<file path="config.mk">
export PLATFORM = sky130hd
export DESIGN_NAME = lsu_ctlr
export DESIGN_NICKNAME = d
export VERILOG_FILES = /design/src/rtl/lsu_ctlr.sv
export SDC_FILE = /design/constraint.sdc
export NUM_CORES = 1
export LEC_CHECK = 0
export ABC_AREA = 1
export CAP_MARGIN = 20
export CORE_MARGIN = 1.5
export CORE_UTILIZATION = 30
export DETAILED_ROUTE_END_ITERATION = 10
export PLACE_DENSITY_LB_ADDON = 0.15
export SETUP_SLACK_MARGIN = 0.5
export SLEW_MARGIN = 20
export SYNTH_ARGS = -nofsm -noshare
export SYNTH_HDL_FRONTEND = slang
export SYNTH_SLANG_ARGS = --single-unit
</file>
<file path="constraint.sdc">
create_clock -name clk -period 5.1 [get_ports clk]
set_clock_uncertainty 0.1 [all_clocks]
set_input_delay 1.53 -clock clk [delete_from_list [all_inputs] [get_ports clk]]
set_output_delay 1.53 -clock clk [all_outputs]
set_load 0.01 [all_outputs]
</file>
<file path="src/rtl/lsu_ctlr.sv">
// Load/store unit: maps core byte accesses onto a 32-bit word RAM. SB/SH use read-modify-write.
// Optional build macro LSU_BOUNDS_CHECK_EN rejects addresses beyond the RAM instead of wrapping them.
module lsu_ctlr #(
  parameter int unsigned RAM_SIZE = 64
) (
  input  logic        clk,
  input  logic        rst_n,
  input  logic        req_valid,
  output logic        req_ready,
  input  logic        req_we,
  input  logic [2:0]  req_funct3,
  input  logic [31:0] req_addr,
  input  logic [31:0] req_wdata,
  output logic        rsp_valid,
  output logic [31:0] rsp_rdata,
  output logic        rsp_err,
  output logic [31:0] mem_addr,
  output logic [31:0] mem_wdata,
  output logic        mem_we,
  input  logic [31:0] mem_rdata
);

  localparam int unsigned IDX_W = $clog2(RAM_SIZE);

  localparam logic [1:0] IDLE      = 2'd0;
  localparam logic [1:0] LOAD_WAIT = 2'd1;
  localparam logic [1:0] RMW_WRITE = 2'd2;

  localparam logic [2:0] F3_B  = 3'b000;
  localparam logic [2:0] F3_H  = 3'b001;
  localparam logic [2:0] F3_W  = 3'b010;
  localparam logic [2:0] F3_BU = 3'b100;
  localparam logic [2:0] F3_HU = 3'b101;

  logic [1:0]       state;
  logic [IDX_W-1:0] addr_q;
  logic [1:0]       off_q;
  logic [2:0]       f3_q;
  logic [15:0]      wdata_q;

  logic             accept;
  logic             req_err;
  logic             f3_illegal;
  logic             misaligned;
  logic             out_of_range;
  logic [IDX_W-1:0] req_idx;
  logic [31:0]      load_data;
  logic [31:0]      rmw_data;
  logic [7:0]       sel_byte;
  logic [15:0]      sel_half;

  assign req_idx   = req_addr[IDX_W+1:2];
  assign req_ready = (state == IDLE) && rst_n;
  assign accept    = req_valid && req_ready;

  always_comb begin
    f3_illegal = 1'b0;
    if (req_we)
      f3_illegal = !(req_funct3 inside {F3_B, F3_H, F3_W});
    else
      f3_illegal = !(req_funct3 inside {F3_B, F3_H, F3_W, F3_BU, F3_HU});
  end

  assign misaligned = ((req_funct3[1:0] == 2'b01) && req_addr[0]) ||
                      ((req_funct3[1:0] == 2'b10) && (req_addr[1:0] != 2'b00));

`ifdef LSU_BOUNDS_CHECK_EN
  assign out_of_range = |req_addr[31:IDX_W+2];
`else
  // Upper address bits deliberately dropped: the index wraps modulo RAM_SIZE.
  logic unused_addr_hi;
  assign unused_addr_hi = ^req_addr[31:IDX_W+2];
  assign out_of_range   = 1'b0;
`endif

  assign req_err = f3_illegal || misaligned || out_of_range;

  // Lane select and extension of the returning RAM word.
  always_comb begin
    sel_byte = mem_rdata[{off_q, 3'b000} +: 8];
    sel_half = off_q[1] ? mem_rdata[31:16] : mem_rdata[15:0];
    case (f3_q)
      F3_B:    load_data = {{24{sel_byte[7]}}, sel_byte};
      F3_H:    load_data = {{16{sel_half[15]}}, sel_half};
      F3_BU:   load_data = {24'h0, sel_byte};
      F3_HU:   load_data = {16'h0, sel_half};
      default: load_data = mem_rdata;
    endcase
  end

  always_comb begin
    rmw_data = mem_rdata;
    if (f3_q[1:0] == 2'b01) begin
      if (off_q[1]) rmw_data[31:16] = wdata_q;
      else          rmw_data[15:0]  = wdata_q;
    end else begin
      rmw_data[{off_q, 3'b000} +: 8] = wdata_q[7:0];
    end
  end

  // RAM side is combinational so the accept cycle itself carries the read/SW write.
  always_comb begin
    mem_addr  = '0;
    mem_wdata = '0;
    mem_we    = 1'b0;
    if (rst_n) begin
      case (state)
        IDLE: begin
          mem_addr[IDX_W-1:0] = req_idx;
          mem_wdata           = req_wdata;
          mem_we              = accept && !req_err && req_we && (req_funct3 == F3_W);
        end
        LOAD_WAIT: begin
          mem_addr[IDX_W-1:0] = addr_q;
        end
        RMW_WRITE: begin
          mem_addr[IDX_W-1:0] = addr_q;
          mem_wdata           = rmw_data;
          mem_we              = 1'b1;
        end
        default: ;
      endcase
    end
  end

  always_ff @(posedge clk or negedge rst_n) begin
    if (!rst_n) begin
      state     <= IDLE;
      rsp_valid <= 1'b0;
      rsp_rdata <= '0;
      rsp_err   <= 1'b0;
      addr_q    <= '0;
      off_q     <= '0;
      f3_q      <= '0;
      wdata_q   <= '0;
    end else begin
      rsp_valid <= 1'b0;
      case (state)
        IDLE: begin
          if (accept) begin
            addr_q  <= req_idx;
            off_q   <= req_addr[1:0];
            f3_q    <= req_funct3;
            wdata_q <= req_wdata[15:0];
            if (req_err) begin
              rsp_valid <= 1'b1;
              rsp_err   <= 1'b1;
              rsp_rdata <= '0;
            end else if (!req_we) begin
              state <= LOAD_WAIT;
            end else if (req_funct3 == F3_W) begin
              rsp_valid <= 1'b1;
              rsp_err   <= 1'b0;
              rsp_rdata <= '0;
            end else begin
              state <= RMW_WRITE;
            end
          end
        end
        LOAD_WAIT: begin
          rsp_valid <= 1'b1;
          rsp_err   <= 1'b0;
          rsp_rdata <= load_data;
          state     <= IDLE;
        end
        RMW_WRITE: begin
          rsp_valid <= 1'b1;
          rsp_err   <= 1'b0;
          rsp_rdata <= '0;
          state     <= IDLE;
        end
        default: state <= IDLE;
      endcase
    end
  end

endmodule

</file>
==> flow_summary.toml, run 1 <==
[finish]
final_net_count = 1032
stdcell_area_mm2 = 0.00699
area.growth.synth_to_final_pct = 37.5
layout.cells.non_filler = 1144
seqCellArea_mm2 = 0.00158
n_antenna_cell = 0
multi_input_area_mm2 = 0.00289
drive_gt1_share_pct = 8.12
nFillCells = 1865

[outcome]
status = "completed"

[worst_hold_path]
holdPathStages = 2
min_from = "rsp_rdata[20]$_DFFE_PN0P_"
holdPathEnd = "rsp_rdata[20]$_DFFE_PN0P_"
min_path_type = "reg2reg"

[place]
io_buffers = 152
routabilityCongestion = 0.870
placed_area_mm2 = 0.00659
post-place-cells = 1123
pre_cts_slack_ps = 163
dp_hpwl_mm = 12.9

[drt]
wl_met3_mm = 1.14
dr.pass1.iters = 4
wl_met2_mm = 7.74
wl_met1_mm = 8.47
highest_layer = "met4"
avgRoutedWirePerCell_um = 15.4
totalWireLength_mm = 17.6
antenna_left = 0
dr.first_iter.drc_count = 489
viasPerCell = 4.77
vias = 5456
drc = 0

[grt]
grt_pass1_vias = 4846
antenna_found_initial = 0
grt_pass1_wl_mm = 27.0
grt_max_degree = 54
grt-ovfl-total = 0
grt_use_total_pct = 19.6

[synth]
synth-edff-count = 0
yosys_warnings = 0
synthArstFlopShare_pct = 100
netlist_area_mm2 = 0.00508
ys_seq_area_share_pct = 31.0
synth_cells = 788
yosysTopAreaCell = "dfrtp_1"
synthDominantCellAreaShare_pct = 31.0
synth.area.top_cells = "dfrtp_1, nand2_1, o21ai_0"
ys_ff_latch = 63
synthFlopType = "dfrtp_1"
syn_area_per_cell_um2 = 6.45
yosysUniqueCellTypes = 31

[power]
p_leak_nw = 3.47
power.density_mw_per_mm2 = 562
peakVddDrop_mv = 0.190

[worst_setup_path]
slowest_stage = "clkdlybuf4s50_1"
cp_slowest_stage_delay_ps = 530
r2r_setup_slack_ps = 2500
worstPathArrival_ps = 2890
worst_ep_required_time_ps = 3470
reg2reg_depth = 12
end_kind = "primary output"
crit_chain = "dlygate4sd2_1 > inv_1 > o21ai_0 > o211ai_1 > nand2_1 > clkdlybuf4s50_1"
critical_path_class = "in2out"
path_max_fanout = 3
start_kind = "input port"
rr_endpoint = "rsp_rdata[15]$_DFFE_PN0P_"
rr_startpoint = "state[0]$_DFFE_PN0P_"
cpLargestDelayFamily = "buffers and inverters"
cp_num_buf_inv = 3

[sta]
rsz0062_at_grt = "false"
slew_headroom_pct = 52.5
setup_violations = 0
fin_crit_ps = 4520
worst_slack_ps = 580
fin_setup_tns_ps = 0
hold_viol_final = 0
maxSlewViolCount = 0
worst_pin_slew_ps = 712
post-route-period-util_pct = 88.6
max_freq_ghz = 0.221

[clocking]
cts_sinks = 63
clock_latency_ps = 350
cts.clk_slew.worst_paths_ps = 60
cts-root-buf = "clkbuf_16"
cts_made_buffers = 9
htreeDepth = 3
clock_path_buffers = 2
tritoncts = "done"

[floorplanning]
io_pins = 203
dieArea_mm2 = 0.0177
start_util_pct = 30.6
std_cell_rows = 47
core_region_area_mm2 = 0.0166
die_h_um = 133
die_width_um = 133

[flow_run]
maxCapViolCount = 0
==> kinds of logic (layout without fill, tap and decap cells) <==
family / after synthesis / in the layout / synth area share, %
AO/OA/AOI/OAI: 172 / 172 / 19.6
buffers and inverters: 141 / 252 / 14.4
adder cells (fa/ha/maj): 10 / 10 / 2.46
flip-flops: 63 / 63 / 31.0
AND/OR/NAND/NOR: 401 / 401 / 32.5
other: 1 / 26 / 0.0738
==> worst min-delay path, cell delays in order, from the launching register on <==
cell and delay (ps):
dfrtp_1 340, nand2_1 50, nand2_1 40
==> final cells by class <==
class	instances	area share (%)
repair buffers	168	23.2
multi-input cells	609	41.4
repair inverters	1	0.0716
clock inverters	7	1.70
inverters	67	3.81
flip-flops and latches	63	22.6
well taps	220	3.94
clock buffers	9	3.22
==> sequential cells by signal, summed over array words and instances (netlist names) <==
name       cells
f3_q           3
rsp_rdata     32
addr_q         6
state          2
off_q          2
rsp_valid      1
wdata_q       16
rsp_err        1
==> report_power, final <==
part	switching, W	total [W]	internal, W
sequential	0.000195	0.000930	0.000735
clock	0.000252	0.000730	0.000478
combinational	0.00137	0.00227	0.000899
==> cell usage after synthesis (2+ instances only) <==
library cell / count
nand2_4: 3
buf_4: 33
nand3_1: 35
nor2_1: 48
dfrtp_1: 63
o21ai_0: 76
nand4_1: 2
nor2_2: 13
o221ai_1: 24
a21oi_1: 54
ha_1: 10
nand2_2: 2
clkbuf_1: 16
buf_2: 14
inv_2: 3
nor3_1: 7
inv_4: 3
nand2_1: 288
buf_1: 5
o211ai_1: 16
inv_1: 61
buf_6: 3
==> per-stage QoR <==
step / hold slack [ps] / total power, W / utilization, %
6_report: 368 / 0.00393 / 42.1
5_1_grt: 397 / 0.00426 / 42.1
4_1_cts: 374 / 0.00391 / 41.7
3_5_place_dp: 359 / 0.00318 / 39.7
3_3_place_gp: 355 / 0.00317 / 39.7
2_1_floorplan: 349 / 0.00240 / -
==> worst max path at each step <==
stage / from / end / slack (ps) / cells past startpoint
2_1_floorplan: req_funct3[0] / mem_we / 1270 / 5
3_3_place_gp: req_funct3[1] / mem_we / 160 / 8
3_5_place_dp: req_funct3[1] / mem_we / 160 / 8
4_1_cts: req_funct3[1] / mem_we / 460 / 8
5_1_grt: mem_rdata[25] / mem_wdata[25] / 500 / 6
6_report: mem_rdata[29] / mem_wdata[29] / 580 / 6
==> cell usage in the layout (no fill, tap or decap), types with 4 or more instances in the layout <==
cell / synthesis / layout
nand2_1: 288 / 288
clkdlybuf4s50_1: 0 / 118
o21ai_0: 76 / 76
dfrtp_1: 63 / 61
inv_1: 61 / 58
a21oi_1: 54 / 54
nor2_1: 48 / 47
nand3_1: 35 / 34
dlygate4sd2_1: 0 / 29
conb_1: 1 / 26
o221ai_1: 24 / 24
o211ai_1: 16 / 16
nor2_2: 13 / 14
buf_4: 33 / 13
clkbuf_16: 0 / 10
nor3_1: 7 / 7
ha_1: 10 / 7
inv_2: 3 / 4
clkinvlp_4: 0 / 4
==> layer usage <==
| metal | up-vias | GRT usage, % |
|---|---|---|
| met5 | - | 0 |
| met1 | 2482 | 28.8 |
| li1 | 2767 | - |
| met3 | 17 | 3.96 |
| met4 | 0 | 6.04 |
| met2 | 190 | 29.0 |
==> what timing repair did <==
action                                  4_1_cts  5_1_grt
pin swaps                                     6        2
cloned                                        0        2
buffers inserted                              1        2
hold endpoints to repair                      0        0
hold buffers                                  0        0
gates resized for setup                      39       15
endpoints found under the setup margin       33       14
(Power assumes the default switching activity.)
==> inputs of run 2 (changes only) <==
--- a/config.mk
+++ b/config.mk
@@ -6,6 +6,7 @@
 export NUM_CORES = 1
 export LEC_CHECK = 0
 export ABC_AREA = 1
+export ABC_CLOCK_PERIOD_IN_PS = 5100
 export CAP_MARGIN = 20
 export CORE_MARGIN = 1.5
 export CORE_UTILIZATION = 30
==> results of run 2 <==
Same layout as run 1: the final DEF is identical, and so are final timing and power.
